File: config.mk
export PLATFORM = sky130hd
export DESIGN_NAME = fwd_hazard_unit
export DESIGN_NICKNAME = d
export VERILOG_FILES = /design/src/rtl/fwd_pkg.sv /design/src/rtl/fwd_src_cmp.sv /design/src/rtl/fwd_hazard_unit.sv
export SDC_FILE = /design/constraint.sdc
export NUM_CORES = 1
export LEC_CHECK = 0
export ABC_AREA = 1
export CAP_MARGIN = 20
export CORE_AREA = 5 5 51 53
export CTS_CLUSTER_SIZE = 20
export DETAILED_ROUTE_END_ITERATION = 8
export DIE_AREA = 0 0 56 58
export PLACE_DENSITY = 0.83
export SETUP_SLACK_MARGIN = 0.02
export SYNTH_ARGS = -nofsm -noshare
export SYNTH_HDL_FRONTEND = slang
export SYNTH_SLANG_ARGS = --single-unit
File: constraint.sdc
create_clock -name clk -period 1.95 [get_ports clk]
set_clock_uncertainty 0.1 [all_clocks]
set_input_delay 0.585 -clock clk [delete_from_list [all_inputs] [get_ports clk]]
set_output_delay 0.585 -clock clk [all_outputs]
set_load 0.05 [all_outputs]
File: src/rtl/fwd_pkg.sv
// Shared types for the EX-stage forwarding and load-use hazard controller.
// Latency: n/a (types and constants only).
// Backpressure: n/a.
package fwd_pkg;

  // Width of a register index carried in a pipeline tag.
  localparam int TAG_W = 5;

  // Hard-zero register (XZR): never forwarded, never a stall source.
  localparam logic [TAG_W-1:0] XZR = 5'd31;

  // {sel1, sel0} encoding of the EX operand-select muxes.
  typedef enum logic [1:0] {
    FWD_RF  = 2'b00,  // register file read
    FWD_EX  = 2'b01,  // EX/MEM ALU result
    FWD_MEM = 2'b10,  // MEM/WB writeback data
    FWD_IMM = 2'b11   // immediate, operand B only
  } fwd_sel_e;

  // Destination tag tracked for an in-flight instruction.
  typedef struct packed {
    logic [TAG_W-1:0] rd;
    logic             wr;
    logic             ld;
  } pipe_tag_t;

  // Tag of an empty pipeline slot.
  localparam pipe_tag_t BUBBLE_TAG = '{rd: '0, wr: 1'b0, ld: 1'b0};

endpackage

File: src/rtl/fwd_src_cmp.sv
// Compares one ID-stage source register against the EX and MEM destination tags.
// Latency: purely combinational, zero cycles.
// Backpressure: none; the caller decides whether a hit stalls or forwards.
module fwd_src_cmp
  import fwd_pkg::*;
#(
  parameter int REG_W    = TAG_W,
  parameter int ZERO_REG = 31
) (
  input  logic [REG_W-1:0] src_i,
  input  logic             use_i,
  input  pipe_tag_t        ex_tag_i,
  input  pipe_tag_t        mem_tag_i,
  output logic             ex_hit_o,
  output logic             mem_hit_o,
  output fwd_sel_e         sel_o
);

  logic src_live;
  logic unused_ld_bits;

  // A source only participates when it is really read and is not the zero register.
  assign src_live = use_i && (src_i != REG_W'(ZERO_REG));

  assign ex_hit_o  = src_live && ex_tag_i.wr  && (ex_tag_i.rd  == src_i);
  assign mem_hit_o = src_live && mem_tag_i.wr && (mem_tag_i.rd == src_i);

  // Load flags matter to the stall decision in the parent, not to the select.
  assign unused_ld_bits = ex_tag_i.ld ^ mem_tag_i.ld;

  // EX wins over MEM: the instruction in EX holds the newest value of the register.
  always_comb begin
    sel_o = FWD_RF;
    if (ex_hit_o) begin
      sel_o = FWD_EX;
    end else if (mem_hit_o) begin
      sel_o = FWD_MEM;
    end
  end

endmodule

File: src/rtl/fwd_hazard_unit.sv
// Forwarding select and load-use stall controller for the EX operand muxes.
// Latency: selects registered, valid for the cycle after ID; stall combinational.
// Backpressure: stall holds PC and IF/ID for one cycle; FWD_STALL_CNT_EN adds stall_count.
module fwd_hazard_unit
  import fwd_pkg::*;
#(
  parameter int REG_W    = TAG_W,
  parameter int ZERO_REG = 31
) (
  input  logic             clk,
  input  logic             reset,
  input  logic             id_valid,
  input  logic [REG_W-1:0] id_rn,
  input  logic [REG_W-1:0] id_rm,
  input  logic             id_use_rn,
  input  logic             id_use_rm,
  input  logic             id_use_imm,
  input  logic [REG_W-1:0] id_rd,
  input  logic             id_reg_write,
  input  logic             id_mem_read,
  input  logic             flush,
  output logic             stall,
  output logic [1:0]       fwd_a_sel,
  output logic [1:0]       fwd_b_sel
`ifdef FWD_STALL_CNT_EN
  ,
  output logic [31:0]      stall_count
`endif
);

  // Destination tags of the instructions currently in EX and MEM.
  pipe_tag_t ex_q, ex_d;
  pipe_tag_t mem_q, mem_d;
  pipe_tag_t id_tag;

  // Registered mux selects presented during the EX cycle.
  fwd_sel_e a_sel_q, a_sel_d;
  fwd_sel_e b_sel_q, b_sel_d;

  fwd_sel_e a_cmp_sel, b_cmp_sel;
  logic     a_ex_hit, a_mem_hit;
  logic     b_ex_hit, b_mem_hit;
  logic     load_use;
  logic     insert_bubble;
  logic     unused_mem_hits;

  assign id_tag = '{rd: id_rd, wr: id_reg_write, ld: id_mem_read};

  fwd_src_cmp #(
    .REG_W    (REG_W),
    .ZERO_REG (ZERO_REG)
  ) u_cmp_rn (
    .src_i     (id_rn),
    .use_i     (id_use_rn),
    .ex_tag_i  (ex_q),
    .mem_tag_i (mem_q),
    .ex_hit_o  (a_ex_hit),
    .mem_hit_o (a_mem_hit),
    .sel_o     (a_cmp_sel)
  );

  fwd_src_cmp #(
    .REG_W    (REG_W),
    .ZERO_REG (ZERO_REG)
  ) u_cmp_rm (
    .src_i     (id_rm),
    .use_i     (id_use_rm),
    .ex_tag_i  (ex_q),
    .mem_tag_i (mem_q),
    .ex_hit_o  (b_ex_hit),
    .mem_hit_o (b_mem_hit),
    .sel_o     (b_cmp_sel)
  );

  // MEM hits are already folded into the per-source select.
  assign unused_mem_hits = a_mem_hit | b_mem_hit;

  // A load in EX has no data until MEM, so a consumer right behind it must wait one cycle.
  assign load_use = ex_q.ld && (a_ex_hit || b_ex_hit);

  // A taken-branch flush kills the consumer, so it must never also stall.
  assign stall = id_valid && !flush && load_use;

  assign insert_bubble = stall || flush || !id_valid;

  // Next-state for the tag pipeline and the operand selects.
  always_comb begin
    mem_d   = ex_q;
    ex_d    = insert_bubble ? BUBBLE_TAG : id_tag;
    a_sel_d = a_cmp_sel;
    b_sel_d = id_use_imm ? FWD_IMM : b_cmp_sel;
    if (stall || flush) begin
      a_sel_d = FWD_RF;
      b_sel_d = FWD_RF;
    end
  end

  // Tag and select registers; reset drops every pending forward in one edge.
  always_ff @(posedge clk) begin
    if (reset) begin
      ex_q    <= BUBBLE_TAG;
      mem_q   <= BUBBLE_TAG;
      a_sel_q <= FWD_RF;
      b_sel_q <= FWD_RF;
    end else begin
      ex_q    <= ex_d;
      mem_q   <= mem_d;
      a_sel_q <= a_sel_d;
      b_sel_q <= b_sel_d;
    end
  end

  assign fwd_a_sel = a_sel_q;
  assign fwd_b_sel = b_sel_q;

`ifdef FWD_STALL_CNT_EN
  logic [31:0] stall_cnt_q, stall_cnt_d;

  // Saturating count of stalled cycles; sticks at all-ones rather than wrapping.
  always_comb begin
    stall_cnt_d = stall_cnt_q;
    if (stall && (stall_cnt_q != 32'hFFFF_FFFF)) begin
      stall_cnt_d = stall_cnt_q + 32'd1;
    end
  end

  // Stall counter register.
  always_ff @(posedge clk) begin
    if (reset) begin
      stall_cnt_q <= 32'd0;
    end else begin
      stall_cnt_q <= stall_cnt_d;
    end
  end

  assign stall_count = stall_cnt_q;
`endif

endmodule

After elaboration in Yosys (flattened, before gate mapping)
Index checks and enable logic that the tools add are counted.

Flip-flop bits (word level): 17. Latch bits: 0. RAM bits: 0. Memory bits (read-only): 0. Input port bits: 24. Logic and storage cells: 40. Memories: 0.

Add/sub/neg operators: 0. $mul: 0. Divide/modulo/power cells: 0. $lt $le $gt $ge: 0. Equality and inequality tests: 6. Shift-type cells: 0. Muxes and demuxes: 5. Bitwise operators: 0. Reduce and logical (&&, ||, !) cells: 21.

Operators with widths (number): 5-bit equality test (4); 1-bit logical AND (13); 5-bit inequality test, second input constant (2); 2-bit 2-to-1 mux (4); 2-bit OR reduction (2); 1-bit logical OR (3); 3-bit OR reduction (1); 1-bit logical NOT (2); 1-bit 2-to-1 mux (1).

Logic depth before layout (Yosys ltp)
Gate-level depths: netlist (run 1).

Word-level depth: 10. Mapped depth: 10. Gate-level depth less buffers: 10.

By module
From an unflattened synthesis (run 1), not the netlist that was laid out.

Cell total of the unflattened synthesis: 189. Area, all modules: 1087.3 sq um.

By module, submodules not included: fwd_hazard_unit (instances 1, cells an instance 65, area each 579.3 sq um, seq. area each 360.3 sq um); fwd_src_cmp (instances 2, cells an instance 62, area each 254.0 sq um, seq. area each 0.0 sq um).

Worst setup path before layout (run 1)
No wires, ideal clock.

Path type: input to output. From: input id_rm[3]. To: output stall. Arrival time: 1.435 ns. Path slack: -0.170 ns. Cell stages on the path: 7. Path buffers: 0. Cells stage by stage: a21oi_1 -> nand2_1 -> nor2_1 -> nand3_2 -> nand2_2 -> nand2_4 -> inv_1.

Word-level cells in the longest chain between the ends: 7. Elaborated cells on any way between the ends: 8.

Ends and longest elaborated chain: start, declared (RTL line fwd_hazard_unit.sv:14) `input logic [REG_W-1:0] id_rm,`; 5-bit inequality test (RTL line fwd_src_cmp.sv:23) `assign src_live = use_i && (src_i != REG_W'(ZERO_REG));`; 1-bit logical AND (RTL line fwd_src_cmp.sv:23); 1-bit logical AND (RTL line fwd_src_cmp.sv:25) `assign ex_hit_o = src_live && ex_tag_i.wr && (ex_tag_i.rd == src_i);`; 1-bit logical AND (*) (RTL line fwd_src_cmp.sv:25); 1-bit logical OR (*) (RTL line fwd_hazard_unit.sv:79) `assign load_use = ex_q.ld && (a_ex_hit || b_ex_hit);`; 1-bit logical AND (*) (RTL line fwd_hazard_unit.sv:79); 1-bit logical AND (*) (RTL line fwd_hazard_unit.sv:82) `assign stall = id_valid && !flush && load_use;`; end, declared (RTL line fwd_hazard_unit.sv:22) `output logic stall,`.

Every way passes the cells marked *; elsewhere a longest branch is shown, timed or not.

Worst setup path after layout (run 1)
Ends and elaborated chain as after synthesis.

==> run summary, run 1 <==
The flow ran to the end, but the final reports show violations. The final reports fail on negative setup slack. By area the synthesized netlist is led by dfxtp_1 40%, nor2_1 12%, inv_1 11%, nand2_1 11%, nand3_1 3.5%. Once detailed placement completed, the half-perimeter wirelength came to 1.946 mm. The required time of the worst setup path came out at 1.26 ns. Dividing the final minimum period by the clock period gives 1.156. The sequential-to-total area share from yosys stat is 0.3971.

The first-iteration detailed-routing DRC count is 22. The area of the core is 0.002106 mm^2. Setup repair after global routing could not meet its margin everywhere. STA classifies the critical path endpoint as an output port. The total power consumption of the routed design came out at 710.4 uW. The synthesized netlist occupies a cell area of 857.1 um^2. dfxtp_1 takes more of the synthesized area than any other cell. The type of the worst setup path is in -> out. The initial antenna violation count came out at 0. The arrival time of data at the critical path endpoint is 1.57 ns. The number of cells produced by synthesis is 125. The most critical setup path has its startpoint at id_rm[3]. The post-detailed-route via-to-cell ratio came out at 4.733. The critical path crosses 9 cells after its start point. In this run the critical register-to-register path is launched from ex_q[3].

The number of hold-slack violations in the final timing report is 0. The H-tree depth is 1. The count of nets left with antenna violations once routing finished came out at 0. Each instance of the synthesized netlist takes up on average 6.857 um^2. The largest voltage drop on the vdd net came out at 0.0003673 V. The vias after detailed routing came out at 994. The worst register-to-register path has a setup slack of 0.21 ns. The number of clock sinks is 17. The first global-routing pass estimated 4.381 mm of wire. The met2 track demand over resource in global routing came out at 0.3506. The headroom to the max-slew limit came out at 0.8060. The largest net degree at the start of global routing came out at 12. The static leakage is 0.0006818 uW.

Among cell families on the critical path, the largest total delay comes from simple AND/OR/NAND/NOR gates. The total number of yosys warnings is 0. Counting I/O delays and the setup requirement, the final critical path takes 2.254 ns. Synthesis produced a netlist with a net count of 149. The root buffer selected by CTS is clkbuf_4. The x dimension of the die is 56 um. In this run the critical register-to-register path is captured at fwd_b_sel[0]. The routability-driven placement congestion ratio is 0.8850. The count of boundary I/O pins is 29. The worst-case reg-to-reg path depth came out at 11. The area fraction of the dominant cell type after synthesis is 0.3971. The fraction of final layout cells sized beyond drive strength 1 is 0.3791. The die is 58 um tall. The final number of max-transition violations was 0. The clock passes through at most 2 buffers. The number of nets in the layout came out at 207.

The met1 capacity usage during global routing is 0.1718. After global routing the overflow that remains totals 0. On the worst path, the slowest cell contributes a delay of 0.14 ns.

After filler insertion, the fill cell instance count of the layout stands at 179. Setup violations remaining at the end of the flow were counted as 1. Across the run, the number of max-cap violations was 0. The most critical setup path has its endpoint at stall. In this run the worst path has a maximum fanout of 5. The post-synthesis sequential element count is 17.

The type of the worst min-delay path is reg -> reg. For this run, the top clock speed supported by timing is 0.4436 GHz. The worst setup path is launched from an input pin. Synthesis instantiated 20 different standard cells from the library. The post-cts hold buffer count is 0. The number of input and output port buffers inserted is 28. The initial standard-cell utilization of the core is 0.4070.

The routed design has 2.700 mm of wire. After detailed routing, the average wire length per cell comes to 12.86 um. The number of antenna diodes in the final layout is 0.

The die covers 0.003248 mm^2. For this run, global-route usage on met3 was measured as 0.03118. On the critical path, the stage with the largest delay is an instance of buf_4. Together, buffers and inverters on the worst path number 3. The overall fraction of global-route tracks in use came out at 0.1720. The setup TNS came out at -0.3043 ns. The CTS tree is done. The source-to-sink clock delay at the later pin of the worst-skew pair is 0.29 ns. The worst hold path begins at ex_q[4]. The first-pass detailed-route iteration total is 4.

The power density normalized to cell area came out at 511.0 mW/mm^2. The slack of the critical path is -0.3043 ns. The remaining routing DRC violations is 0.

TritonCTS created 3 clock buffers. The via count of the first global-routing pass was 1,029. Walking the worst path, the cells encountered are buf_4 > a21oi_2 > nand2_1 > nor2_2 > nand3_2 > nand2_2 > nand2_4 > clkinvlp_4 > buf_12.

After floorplanning, the core was divided into 17 placement rows. After clock tree synthesis, the clock-pin slew on the worst setup and hold paths is 0.11 ns. The signed area change from the synthesized netlist to the final layout is 62.19%. The peak-usage layer in the global routing report is met2. Prior to clock tree synthesis, the placed netlist has a worst setup slack of -0.6846 ns. For the pin with the worst max-slew slack, the measured transition is 0.2899 ns.
-- registers in the layout (all words and copies together) (netlist names) --
register,count
fwd_a_sel,2
fwd_b_sel,2
mem_q,6
ex_q,7
-- synthesized netlist by cell type --
cell type	count
nand3_4	1
a21boi_0	1
xor2_1	3
and3_1	1
dfxtp_1	17
nand2_1	24
a31oi_1	1
nand2_4	1
nand2_2	2
xnor2_1	3
o21a_1	2
a21oi_1	3
nor2_1	27
o22ai_1	2
o2111ai_1	1
nand3_1	6
nand3_2	2
o21ai_0	3
inv_1	24
nor3_1	1
-- worst min-delay path by stage --
stage / endpoint / slack (ns) / cells after the start
after CTS: mem_q[4] / 0.37 / 2
after global routing: mem_q[6] / 0.40 / 2
after global placement: mem_q[4] / 0.35 / 2
final: mem_q[4] / 0.37 / 2
after floorplan: mem_q[1] / 0.33 / 2
after detailed placement: mem_q[4] / 0.35 / 2
-- worst reg2reg max path, cell delays in order (launching register included) --
cell,delay (ns)
dfxtp_4,0.37
inv_2,0.07
nand2_1,0.05
o21ai_1,0.08
nor2_1,0.10
buf_4,0.14
buf_4,0.12
buf_4,0.12
buf_4,0.12
buf_4,0.12
a31oi_1,0.17
nor2_1,0.08
-- timing repair --
| item | 4_1_cts | 5_1_grt |
|---|---|---|
| pin swaps | 12 | 7 |
| endpoints found under the setup margin | 2 | 1 |
| buffers inserted | 10 | 3 |
| resized for setup | 59 | 8 |
| hold endpoints to repair | 0 | 0 |
-- placed cells by master, fill, tap and decap left out, types with 3 or more instances in the layout --
master / netlist / layout
nor2_1: 27 / 25
inv_1: 24 / 16
buf_4: 0 / 30
xnor2_1: 3 / 3
xor2_1: 3 / 3
nand2_1: 24 / 24
nand3_1: 6 / 4
nand3_2: 2 / 4
dfxtp_2: 0 / 3
dlygate4sd2_1: 0 / 3
buf_2: 0 / 7
clkdlybuf4s50_1: 0 / 10
dfxtp_1: 17 / 13
inv_2: 0 / 7
clkbuf_4: 0 / 3
-- metal layers --
| layer | part of all wire | wire (um) | vias up |
|---|---|---|---|
| met1 | 0.40 | 1092 | 454 |
| met3 | 0.043 | 117 | 8 |
| met2 | 0.53 | 1433 | 34 |
| met4 | 0.020 | 55 | 0 |
| li1 | - | - | 498 |
| met5 | 0 | 0 | - |
-- kinds of logic after synthesis --
group | after synthesis | synth area share
buf+inv | 24 | 0.1051
xor+xnor | 6 | 0.06133
flops | 17 | 0.3971
simple gates | 65 | 0.3431
compound gates | 13 | 0.09342
-- where the power goes --
part           total, uW  internal (uW)  leakage [uW]  switching [uW]
logic                151           80.7      0.000528            70.5
registers            360            354      0.000140            5.43
clock network        200           77.9     0.0000139             122
-- final cells by class --
class / count / area (um^2) / area share
clock inverter: 1 / 7.507 / 0.005401
inverter: 24 / 93.84 / 0.06751
sequential: 17 / 347.8 / 0.2502
multi-input combinational: 84 / 454.2 / 0.3267
timing repair buffer: 53 / 429.2 / 0.3087
tap: 28 / 35.03 / 0.02520
clock buffer: 3 / 22.52 / 0.01620
-- through the flow --
step	hold slack, ns	cells	cell area, um^2	util
detailed placement	0.3537	193	1269	0.6025
floorplan	0.3283	125	863.3	-
global placement	0.3501	193	1269	0.6025
finish	0.3732	210	1390	0.6601
global route	0.3950	210	1390	0.6601
CTS	0.3718	207	1359	0.6453
(Power assumes the default switching activity.)
==> run 2, diff against run 1 <==
--- a/config.mk
+++ b/config.mk
@@ -7,10 +7,11 @@
 export LEC_CHECK = 0
 export ABC_AREA = 1
 export CAP_MARGIN = 20
-export CORE_AREA = 5 5 51 53
+export CORE_AREA = 2 2 48 50
+export CTS_BUF_LIST = sky130_fd_sc_hd__clkbuf_16
 export CTS_CLUSTER_SIZE = 20
 export DETAILED_ROUTE_END_ITERATION = 8
-export DIE_AREA = 0 0 56 58
+export DIE_AREA = 0 0 50 52
 export PLACE_DENSITY = 0.83
 export SETUP_SLACK_MARGIN = 0.02
 export SYNTH_ARGS = -nofsm -noshare
==> run summary, run 2 (synthesized netlist as in run 1, its figures left out) <==
The overall fraction of global-route tracks in use is 0.2100. The number of input and output port buffers inserted came out at 28. Before CTS, the worst setup slack after placement is -0.7110 ns. The initial antenna violation count came out at 0.

The global-route congestion overflow total is 0. The area of the die came out at 0.002600 mm^2. More flip-flops sit in one register than any other, and that register is ex_q.

TritonCTS built the clock tree. In this design, the largest share of critical-path delay is due to buffers and inverters. After detailed routing, the number of remaining DRC violations is 0. The first-pass detailed-route iteration total came out at 4. The largest registers in the layout are ex_q x7, mem_q x6. The number of antenna repair diodes came out at 0. For the worst-skew pair, the clock arrives at the later sink with an insertion delay of 0.25 ns. The number of hold-slack violations in the final timing report is 0.

Leaving out fill and tap cells, the most frequent cell in the layout is buf_4. Setup repair after global routing could not meet its margin everywhere. The number of clock sinks came out at 17. The site row count came out at 17. The most frequent cell on the critical path is nand3_2. The global routing stage identified its most utilized layer as met2. The power density normalized to cell area came out at 645.7 mW/mm^2. The clock-pin slew on the worst setup and hold paths came out at 0.05 ns. The critical path's slowest cell is o21a_1.

The wire length after detailed routing is 2.592 mm. The clock period minus final worst setup slack came out at 2.210 ns. The initial standard-cell utilization of the core is 0.4070.

The max-capacitance violation count is 0. The first-iteration detailed-routing DRC count is 13. The via count of the first global-routing pass came out at 958. The met2 track demand over resource in global routing came out at 0.3728. The count of boundary I/O pins came out at 29. The met1 capacity usage during global routing is 0.2242.

The wire length of the first global-routing pass is 4.002 mm. Setup violations remaining at the end of the flow were counted as 1. The detail route stage leaves a number of antenna-violating nets equal to 0. Setup slack on the worst reg-to-reg path comes out at 0.20 ns. Across all hold checks on the routed design, the worst slack comes to 0.3603 ns. The root buffer selected by CTS is clkbuf_16.

On the worst path, the slowest cell contributes a delay of 0.22 ns. The H-tree depth is 1. In the layout the commonest cells are 26 x buf_4, 24 x nor2_1, 22 x nand2_1, 16 x inv_1, 16 x dfxtp_1. In this run the worst hold path is classified as reg -> reg. The flow ran to the end, but the final reports show violations. The routed wirelength normalized by instance count is 12.64 um. The met3 usage in global routing is 0.03448.

The detailed placer's ending HPWL came out at 1.777 mm. The largest voltage drop on the vdd net came out at 0.0004495 V. At the pin with the least slew margin, the transition time is 0.2881 ns. The height of the chip came out at 52 um. The vias after detailed routing came out at 964. The worst setup path is of the in -> out kind. The largest net degree at the start of global routing came out at 11. Walking the worst path, the cells encountered are buf_2 > nand3_2 > o21a_1 > nand3_2 > nand2_2 > nand2_4 > clkinvlp_4 > buf_12. Of the cells placed in the final design, the portion with a size suffix greater than 1 is 0.3729. In this run the horizontal extent of the chip is 50 um. STA classifies the critical path startpoint as an input pin.

The routability-driven placement congestion ratio came out at 0.8507. Of the available clock period, the critical path in the final layout requires 1.133. Timing would allow up to 0.4525 GHz. The worst setup path is captured at an output port. The register with the most flip-flops in the layout has 7 of them.

Data on the critical path arrives at its endpoint at 1.53 ns. The buffering stage count on the worst path with inverters included came out at 3. The finished cells cover 0.001449 mm^2.

The final number of max-transition violations came out at 0. The slack of the critical path came out at -0.2601 ns. The area of the core is 0.002106 mm^2.

No sink is reached through more buffers than the 2 on the longest clock path. The checks that failed: negative setup slack. The filler-free cell count of the finished design is 205. The maximum fanout encountered on the critical timing path came out at 3.

The number of placed instances, taps included, is 191. The post-detailed-route via-to-cell ratio is 4.702. The standard cell area after detailed placement is 0.001254 mm^2.

The number of nets in the layout came out at 202. The clock buffer count from CTS came out at 3. The required time of the worst setup path came out at 1.26 ns. Summed over all cells, the static leakage comes to 0.0006919 uW.

The headroom to the max-slew limit came out at 0.8072. The signed area change from the synthesized netlist to the final layout is 69.05%.
-- run 2: area by class of cell --
type	instances	area [um^2]
tap	28	35.03
clock buffer	3	75.07
sequential	17	341.6
fill	155	656.9
timing repair buffer	48	412.9
multi-input combinational	84	483.0
inverter	24	96.34
clock inverter	1	5.005
-- run 2: final timing paths --
kind	startpoint	end	cells past startpoint
worst min-delay path	ex_q[4]	mem_q[4]	2
worst min register to register	ex_q[4]	mem_q[4]	2
worst max register to register	ex_q[5]	ex_q[5]	12
worst max-delay path	id_rm[2]	stall	8
-- run 2: worst min-delay path, cell delays in order, from the launching register on --
cell and delay, ns:
dfxtp_1 0.33, inv_1 0.06, nor2_1 0.03
-- run 2: stage by stage --
stage / utilization / TNS [ns] / total power [uW]
finish: 0.6881 / -0.2601 / 935.6
global route: 0.6881 / -0.2846 / 964.3
CTS: 0.6589 / -0.2308 / 913.0
detailed placement: 0.5954 / -4.207 / 502.5
global placement: 0.5954 / -3.494 / 497.2
floorplan: - / -0.04470 / 418.0
-- run 2: per-layer routing --
layer	routed length, um	vias to the layer above
met5	0	-
met4	125	0
met3	151	13
met2	1326	47
met1	987	418
li1	-	486
-- run 2: what timing repair did --
action                                  4_1_cts  5_1_grt
hold endpoints to repair                      0        0
pin swaps                                    17       13
endpoints found under the setup margin       12        1
setup buffers                                 6        4
hold buffers                                  0        0
gates resized for setup                      69       10
-- run 2: report_power, final --
group	switching (uW)	internal [uW]	total, uW
clock network	146	275	421
logic	74.5	79.8	154
registers	4.66	355	360
total	225	710	936
==> run 3, diff against run 2 <==
--- a/config.mk
+++ b/config.mk
@@ -6,7 +6,7 @@
 export NUM_CORES = 1
 export LEC_CHECK = 0
 export ABC_AREA = 1
-export CAP_MARGIN = 20
+export CAP_MARGIN = 0
 export CORE_AREA = 2 2 48 50
 export CTS_BUF_LIST = sky130_fd_sc_hd__clkbuf_16
 export CTS_CLUSTER_SIZE = 20
==> results of run 3 <==
Same layout as run 2: the final DEF is identical, and so are final timing and power.
